`config.mk`:
```
export PLATFORM = sky130hd
export DESIGN_NAME = nibble_add_sequencer
export DESIGN_NICKNAME = d
export VERILOG_FILES = /design/src/rtl/nibble_add_sequencer.sv
export SDC_FILE = /design/constraint.sdc
export NUM_CORES = 1
export LEC_CHECK = 0
export CORE_MARGIN = 5
export CORE_UTILIZATION = 40
export DETAILED_ROUTE_END_ITERATION = 12
export PLACE_DENSITY = 0.71
export SLEW_MARGIN = 10
export SYNTH_ARGS = -nofsm -noshare
export SYNTH_HDL_FRONTEND = slang
export SYNTH_SLANG_ARGS = --single-unit
```
`constraint.sdc`:
```
create_clock -name clk -period 2.45 [get_ports clk]
set_input_delay 0.245 -clock clk [delete_from_list [all_inputs] [get_ports clk]]
set_output_delay 0.245 -clock clk [all_outputs]
set_load 0.1 [all_outputs]
```
`src/rtl/nibble_add_sequencer.sv`:
```
// rtl/nibble_add_sequencer.sv - nibble-serial add/sub over a shared external 4-bit adder slice
// Two requesters are round-robin arbitrated; results return on one channel tagged with the requester id.
module nibble_add_sequencer #(
  parameter int NIBBLES = 4
) (
  input  logic                 clk,
  input  logic                 rst_n,
  input  logic                 req0_valid,
  output logic                 req0_ready,
  input  logic [4*NIBBLES-1:0] req0_a,
  input  logic [4*NIBBLES-1:0] req0_b,
  input  logic                 req0_sub,
  input  logic                 req1_valid,
  output logic                 req1_ready,
  input  logic [4*NIBBLES-1:0] req1_a,
  input  logic [4*NIBBLES-1:0] req1_b,
  input  logic                 req1_sub,
  output logic                 rsp_valid,
  input  logic                 rsp_ready,
  output logic                 rsp_id,
  output logic [4*NIBBLES-1:0] rsp_sum,
  output logic                 rsp_cout,
  output logic                 rsp_ovf,
  output logic [3:0]           add_a,
  output logic [3:0]           add_b,
  output logic                 add_cin,
  input  logic [3:0]           add_s,
  input  logic                 add_cout
);
  localparam int W  = 4 * NIBBLES;
  localparam int IW = (NIBBLES > 1) ? $clog2(NIBBLES) : 1;
  localparam logic [IW-1:0] LAST = IW'(NIBBLES - 1);

  typedef enum logic [1:0] {IDLE, RUN, DONE} state_t;
  state_t state, state_next;

  logic          last_gnt;
  logic          gnt0, gnt1, accept, last_nibble;
  logic [W-1:0]  a_q, b_q, sum_q;
  logic          carry, cout_q, ovf_q, id_q;
  logic [IW-1:0] idx;

  // last_gnt = 1 means requester 1 was served last, so requester 0 wins a tie.
  assign gnt0        = req0_valid & (~req1_valid | last_gnt);
  assign gnt1        = req1_valid & (~req0_valid | ~last_gnt);
  assign accept      = (state == IDLE) & (gnt0 | gnt1);
  assign last_nibble = (state == RUN) & (idx == LAST);

  always_ff @(posedge clk or negedge rst_n) begin
    if (!rst_n) state <= IDLE;
    else        state <= state_next;
  end

  always_comb begin
    state_next = state;
    case (state)
      IDLE:    if (accept) state_next = RUN;
      RUN:     if (idx == LAST) state_next = DONE;
      DONE:    if (rsp_ready) state_next = IDLE;
      default: state_next = IDLE;
    endcase
  end

  always_comb begin
    req0_ready = 1'b0;
    req1_ready = 1'b0;
    rsp_valid  = 1'b0;
    add_a      = 4'h0;
    add_b      = 4'h0;
    add_cin    = 1'b0;
    case (state)
      IDLE: begin
        req0_ready = gnt0;
        req1_ready = gnt1;
      end
      RUN: begin
        add_a   = a_q[4*idx +: 4];
        add_b   = b_q[4*idx +: 4];
        add_cin = carry;
      end
      DONE:    rsp_valid = 1'b1;
      default: ;
    endcase
  end

  // Subtract is A + ~B + 1: B is inverted at accept and the +1 rides in as the first carry.
  always_ff @(posedge clk or negedge rst_n) begin
    if (!rst_n) begin
      last_gnt <= 1'b1;
      a_q      <= '0;
      b_q      <= '0;
      sum_q    <= '0;
      carry    <= 1'b0;
      cout_q   <= 1'b0;
      ovf_q    <= 1'b0;
      id_q     <= 1'b0;
      idx      <= '0;
    end else if (accept) begin
      last_gnt <= gnt1;
      id_q     <= gnt1;
      a_q      <= gnt1 ? req1_a : req0_a;
      b_q      <= gnt1 ? (req1_sub ? ~req1_b : req1_b) : (req0_sub ? ~req0_b : req0_b);
      carry    <= gnt1 ? req1_sub : req0_sub;
      idx      <= '0;
    end else if (state == RUN) begin
      sum_q[4*idx +: 4] <= add_s;
      carry             <= add_cout;
      idx               <= idx + 1'b1;
      if (last_nibble) begin
        cout_q <= add_cout;
        ovf_q  <= add_a[3] ^ add_b[3] ^ add_s[3] ^ add_cout;
      end
    end
  end

  assign rsp_id   = id_q;
  assign rsp_sum  = sum_q;
  assign rsp_cout = cout_q;
  assign rsp_ovf  = ovf_q;

endmodule

```
* Word level (Yosys, flattened, before mapping) *
Index checks and enable logic that the tools add are counted.
Widths: inputs -> output; s select.

word-level totals
  flip-flop bits (word level) = 57
  input bits = 76
  output and inout bits = 31
  logic and storage cells = 63

cells by class
  add/subtract/negate cells = 2
  equality and inequality tests = 6
  shift operators = 4
  muxes and demuxes = 20
  bitwise operators = 16
  reductions and logical operators = 5

operators with widths
  kind                     number
  $mux 16                  4
  $neg 4->34               1
  $shift 4x34->16 const A  1
  $shiftx 4x34->16         1
  $not 16->16              2
  $shiftx 16x5->4          2
  $bwmux 16                1
  $mux 2                   5
  $mux 4                   2
  $mux 1                   7
  $pmux 2 s3               1
  $reduce_and 3->1         2
  $and 1x1->1              4
  $eq 2x2->1 const B       2
  $ne 2x2->1 const B       2
  $not 1->1                4
  $or 1x1->1               3
  $xor 1x1->1              3
  $add 2x1->2 const B      1
  $eq 2x1->1 const B       1
  $logic_not 2->1          1
  $ne 2x1->1 const B       1
  $reduce_and 2->1         1
  $reduce_bool 2->1        1

* Longest topological paths before layout *
Gate-level depths: netlist of the first run.

  depth in word-level cells = 7
  mapped depth = 6
  mapped depth without buffers = 5

* Least setup slack after synthesis of the first run *
No wires, ideal clock.

  path kind = register to output
  from = register idx[0]
  to = output add_a[0]
  arrival = 2295 ps
  data required time = 2205 ps
  setup slack = -90 ps
  stages on the path, launching flop included = 4
  buffers on the path = 1
  cell sequence = dfrtp_1 -> buf_4 -> mux4_2 -> nor2b_1

between the ends
  word-level cells in the longest chain between the ends = 2

RTL lines
  item                      RTL line  text
  start: declaration        41        logic [IW-1:0] idx;
  start signal: assignment  108       idx <= idx + 1'b1;
  $shiftx 16x5->4           77        add_a = a_q[4*idx +: 4];
  $mux 4                    71        case (state)
  end: declaration          24        output logic [3:0] add_a,

Every way passes these cells.

* Worst setup path in the final report of the first run *
Ends and elaborated chain as after synthesis.

==> run_results.csv, run 1 <==
group,metric,value,unit
critical_path,cp_max_fo,13,
floorplanning,ios,107,
cts,post_cts_buffers,0,
synthesis,synth_compound_area_share,5.196,%
sta,fin_tns_setup,0,ns
drt,drtPass1Iterations,4,
floorplanning,die_w,101.2,um
placed_design,port_buffers,106,
layout,fin_nets,455,
critical_path,r2r_slack,0.56,ns
floorplanning,core,8175,sq um
grt,grt_pass1_wl,12.30,mm
grt,grtUsageTotal,15.38,%
sta,worst_pin_slew,0.7258,ns
layout,layout_common_cells,"74 x clkdlybuf4s50_1, 55 x dfrtp_1, 49 x mux2_2",
synthesis,syn_area,3323,sq um
critical_path,cp-start-kind,"flip-flop",
synthesis,syn-num-nets,344,
cts,cts_root_buf,"clkbuf_8",
grt,overflow,0,
sta,slew_headroom,51.62,%
layout,antenna_cells,0,
critical_path,criticalPathCategory,"reg2out",
synthesis,yosys.area_share.simple,7.718,%
sta,skew,0.005695,ns
sta,setup-violations-final,0,
layout,syn_to_final_growth,43.26,%
critical_path,r2r_start,"idx[0]",
synthesis,syn_inst,263,
synthesis,ys_types,35,
sta,maxSlewViolCount,0,
placed_design,place_hpwl,5.651,mm
grt,antenna_found_initial,0,
cts,cts_buffer_depth,2,
sta,fin_crit_sh,89.76,%
critical_path,end_kind,"output port",
outcome,status,"finished, final reports clean",
drt,first_iter_violations,62,
floorplanning,die_height,101.2,um
drt,ant_nets,0,
floorplanning,die-area,10230,sq um
min_path,min-delay-start,"rsp_sum[12]",
critical_path,critPathArrivalTime,1.95,ns
sta,hold_viol,0,
cts,cts_buffers,9,
sta,fin_crit,2.199,ns
synthesis,avgSynthCellArea,12.64,sq um
drt,wire_per_inst,15.14,um
layout,mostFrequentLayoutCell,"clkdlybuf4s50_1",
layout,drive_gt1_share,31.93,%
critical_path,r2r_cells,5,
drt,remaining_drc_errors,0,
synthesis,seq_area_frac_synth,42.96,%
drt,vias,2361,
cts,cts.sinks,57,
floorplanning,start_util,40.65,%
drt,postRouteWirelength,7.330,mm
sta,fmax,454.7,MHz
synthesis,muxShareOfSynthArea,28.39,%
floorplanning,rows,33,
synthesis,yosys_warnings,0,
grt,grt_max_degree,36,
synthesis,netlist.area_leader.share,42.17,%
min_path,hold_class,"reg2reg",
synthesis,synth_top_family_by_area,"multiplexers",
synthesis,synth_seq_cells,57,
cts,cts_tree,"built",
grt,grt_pass1_vias,2530,
critical_path,required,2.20,ns
critical_path,rr_endpoint,"rsp_sum[14]",
placed_design,gp_congestion,0.7284,
drt,via_per_inst,4.878,
synthesis,synth.area.top_cells,"dfrtp_1 42%, mux2_2 17%, xnor2_1 8.7%",
cts,clk_latency,0.33,ns
flow_run,max_cap_viol_count,0,
synthesis,synth_top_cell_by_area,"dfrtp_1",
cts,htree_levels,3,
cts,clkTransAtPathRegs,0.06,ns
synthesis,synth_fa_ha_area_share,1.883,%
synthesis,synthXorXnorAreaFrac,9.639,%
min_path,holdPathEnd,"rsp_sum[12]",
sta,rsz0062_at_grt,"false",
min_path,whs_path_depth,2,
## per-stage QoR
stage	utilization (%)	instances	area, sq um	hold WS (ns)	worst slack, ns
floorplan	-	263	3336	-0.05059	0.03283
global placement	55.56	467	4542	0.3153	0.4276
detailed placement	55.56	467	4542	0.3216	0.3660
CTS	58.22	484	4760	0.4849	0.03022
global route	58.23	484	4761	0.5091	0.1209
finish	58.23	484	4761	0.4799	0.2509
## layout make-up
class | instances | area [sq um]
inverter | 5 | 18.77
clock buffer | 14 | 172.7
sequential | 57 | 1429
tap | 105 | 131.4
clock inverter | 2 | 35.03
fill | 692 | 3415
timing repair buffer | 116 | 1206
multi-input combinational | 185 | 1768
## Yosys cell counts, drive strengths merged
library cell  number
inv                5
nor4b              2
a21oi              1
and3               1
ha                 5
buf               15
nor2               4
xnor2             33
xor2               1
xnor3              1
a211oi             1
dfrtp             56
and2               1
a22o               8
o21ai             10
clkbuf             1
mux2              49
nor2b              8
mux2i             20
nor4               1
mux4               8
o21a               1
nand3b             4
nand2b             4
and4bb             1
dfstp              1
nand2             17
a21boi             1
nor3               1
a31oi              1
o21bai             1
## critical path: stages (launching register included)
cell and delay [ns]:
dfrtp_2 0.54, buf_4 0.21, mux4_2 0.49, nor2b_2 0.18, buf_12 0.20
## worst max-delay path by stage
stage                     startpoint     endpoint  slack [ns]  cells after the start
after floorplan               idx[0]     add_b[3]        0.03                      2
after global placement        idx[0]     add_a[1]        0.43                      4
after detailed placement      idx[0]  rsp_sum[14]        0.37                      5
after CTS                     idx[0]     add_a[0]        0.03                      4
after global routing        state[1]     add_b[1]        0.12                      3
final                         idx[0]     add_a[0]        0.25                      4
## flip-flops by register name, indices dropped and copies added (netlist names), 2 cells and up
signal	count
rsp_sum	16
idx	2
b_q	16
a_q	16
state	2
## layer usage
layer	global-route usage, %	up-vias	wire length (um)
met5	0	-	0
met4	6.851	0	148
met3	3.857	15	437
met2	25.65	70	3675
met1	18.83	1128	3069
li1	-	1148	-
## timing repair
item | CTS | global route
gates resized for setup | 0 | 1
setup endpoints to repair | 0 | 5
hold buffers | 1 | 0
endpoints found under the hold margin | 27 | 0
## cell families (layout without fill, tap and decap cells)
logic type                 after synthesis  count (layout)
adders and majority gates                5               5
DFF                                     57              57
buffers and inverters                   21             137
xor gates and xnor gates                35              35
and+or+nand+nor                         44              44
muxes                                   77              77
AOI/OAI and AO/OA                       24              24
Power of run 1 is left out: the tool's default activity adds up to more than one toggle a clock period on the data nets, which glitch-free logic cannot reach.
==> inputs of run 2 (changes only) <==
==> constraint.sdc (replaced) <==
create_clock -name clk -period 2.84 [get_ports clk]
set_input_delay 0.284 -clock clk [delete_from_list [all_inputs] [get_ports clk]]
set_output_delay 0.284 -clock clk [all_outputs]
set_load 0.1 [all_outputs]
==> run 2 against run 1 <==
Against the previous run:
- routed wire length about the same
- first-iteration DRC count is 48% higher
- die area is the same
- critical path depth down 1
- worst setup slack improved by 0.071 ns
- critical path type unchanged
- clock skew about the same
- sequential cell count stayed put
- clock-buffer cell count is 3 lower
==> run_results.csv, run 2 (synthesized netlist as in run 1, its figures left out) <==
group,metric,value,unit
critical_path,r2r_start,"idx[0]",
cts,post_cts_buffers,0,
drt,wire_per_inst,15.27,um
floorplanning,die_height,101.2,um
layout,drive_gt1_share,30.67,%
critical_path,criticalPathCategory,"reg2out",
critical_path,end_kind,"output port",
grt,grt_pass1_wl,12.14,mm
floorplanning,rows,33,
drt,postRouteWirelength,7.328,mm
critical_path,required,2.56,ns
critical_path,cpMaxStageDelayCell,"dfrtp_1",
drt,ant_nets,0,
placed_design,gp_congestion,0.7097,
grt,overflow,0,
layout,regArea,1428,sq um
min_path,hold_class,"in2async",
grt,antenna_found_initial,0,
critical_path,critPathArrivalTime,2.23,ns
cts,clkTransAtPathRegs,0.06,ns
critical_path,crit_family,"flip-flops",
critical_path,cp-start-kind,"flip-flop",
grt,grt_max_degree,43,
floorplanning,die-area,10230,sq um
layout,antenna_cells,0,
placed_design,place_hpwl,5.522,mm
sta,setup-violations-final,0,
floorplanning,core,8175,sq um
cts,cts_buffers,9,
critical_path,r2r_cells,5,
sta,hold_viol,0,
critical_path,crit_chain,"mux4_1, nor2b_1, buf_12",
sta,skew,0.005393,ns
grt,grt_pass1_vias,2474,
drt,via_per_inst,4.850,
outcome,status,"finished, final reports clean",
layout,fin_nets,451,
sta,fin_tns_setup,0,ns
floorplanning,ios,107,
layout,layout_common_cells,"74 x clkdlybuf4s50_1, 56 x dfrtp_1, 49 x mux2_2",
critical_path,slowest_delay,0.81,ns
cts,holdBufCountCts,0,
critical_path,rr_endpoint,"rsp_sum[12]",
layout,syn_to_final_growth,39.91,%
cts,cts_tree,"built",
sta,rsz0062_at_grt,"false",
cts,htree_levels,3,
cts,cts.sinks,57,
cts,post_cts_resized,0,
drt,first_iter_violations,92,
drt,vias,2328,
floorplanning,die_w,101.2,um
sta,fin_crit_sh,88.65,%
grt,grtUsageTotal,15.26,%
sta,slew_headroom,37.94,%
cts,clk_latency,0.33,ns
cts,cts_buffer_depth,2,
flow_run,max_cap_viol_count,0,
critical_path,r2r_slack,0.60,ns
sta,fmax,397.2,MHz
sta,maxSlewViolCount,0,
layout,multi_input_area,1757,sq um
critical_path,cp_max_fo,15,
drt,remaining_drc_errors,0,
layout,mostFrequentLayoutCell,"clkdlybuf4s50_1",
sta,fin_crit,2.518,ns
cts,cts_root_buf,"clkbuf_8",
critical_path,path_buf_inv,1,
drt,drtPass1Iterations,4,
placed_design,port_buffers,106,
layout,fillers,707,
floorplanning,start_util,40.65,%
sta,worst_pin_slew,0.9310,ns
-- run 2: cell count changes in the layout (fill, tap and decap cells not counted) --
cell,before,now
buf_12,12,5
bufinv_16,1,2
nor2b_2,5,0
o21a_2,0,1
o21a_1,1,0
clkinv_2,1,2
nor2b_1,3,8
clkinvlp_4,0,1
dfrtp_2,1,0
dfrtp_1,55,56
buf_4,28,32
dlygate4sd3_1,1,0
clkbuf_8,12,11
clkbuf_1,2,0
-- run 2: how the worst max path moves through the flow --
stage | cells past startpoint | to | slack, ns | startpoint
floorplan | 3 | add_a[0] | 0.26 | idx[0]
global placement | 3 | add_b[3] | 0.63 | idx[0]
detailed placement | 5 | rsp_sum[14] | 0.54 | idx[0]
CTS | 3 | add_b[3] | 0.25 | idx[0]
global route | 3 | add_b[3] | 0.17 | idx[0]
finish | 3 | add_b[3] | 0.32 | idx[0]
-- run 2: cell type report --
| cell class | count | area share [%] |
|---|---|---|
| flip-flops and latches | 57 | 30.71 |
| repair buffers | 112 | 23.36 |
| well taps | 105 | 2.826 |
| inverters | 5 | 0.4037 |
| clock buffers | 11 | 3.256 |
| multi-input cells | 185 | 37.78 |
| clock inverters | 5 | 1.668 |
-- run 2: metrics by stage --
step	setup WS (ns)	cell area, sq um	hold WS [ns]	cells	util (%)
global route	0.1735	4649	0.1625	480	56.87
floorplan	0.2613	3323	-0.01159	263	-
finish	0.3223	4649	0.08915	480	56.87
detailed placement	0.5442	4420	0.4767	464	54.07
CTS	0.2452	4649	0.1152	480	56.87
global placement	0.6298	4420	0.4727	464	54.07
-- run 2: layer usage --
| metal | routed length [um] | vias to the layer above | track usage, % |
|---|---|---|---|
| li1 | - | 1143 | - |
| met1 | 3151 | 1110 | 19.35 |
| met2 | 3616 | 73 | 25.10 |
| met3 | 510 | 2 | 4.545 |
| met4 | 50 | 0 | 4.908 |
| met5 | 0 | - | 0 |
Power of run 2 is left out for the same reason.
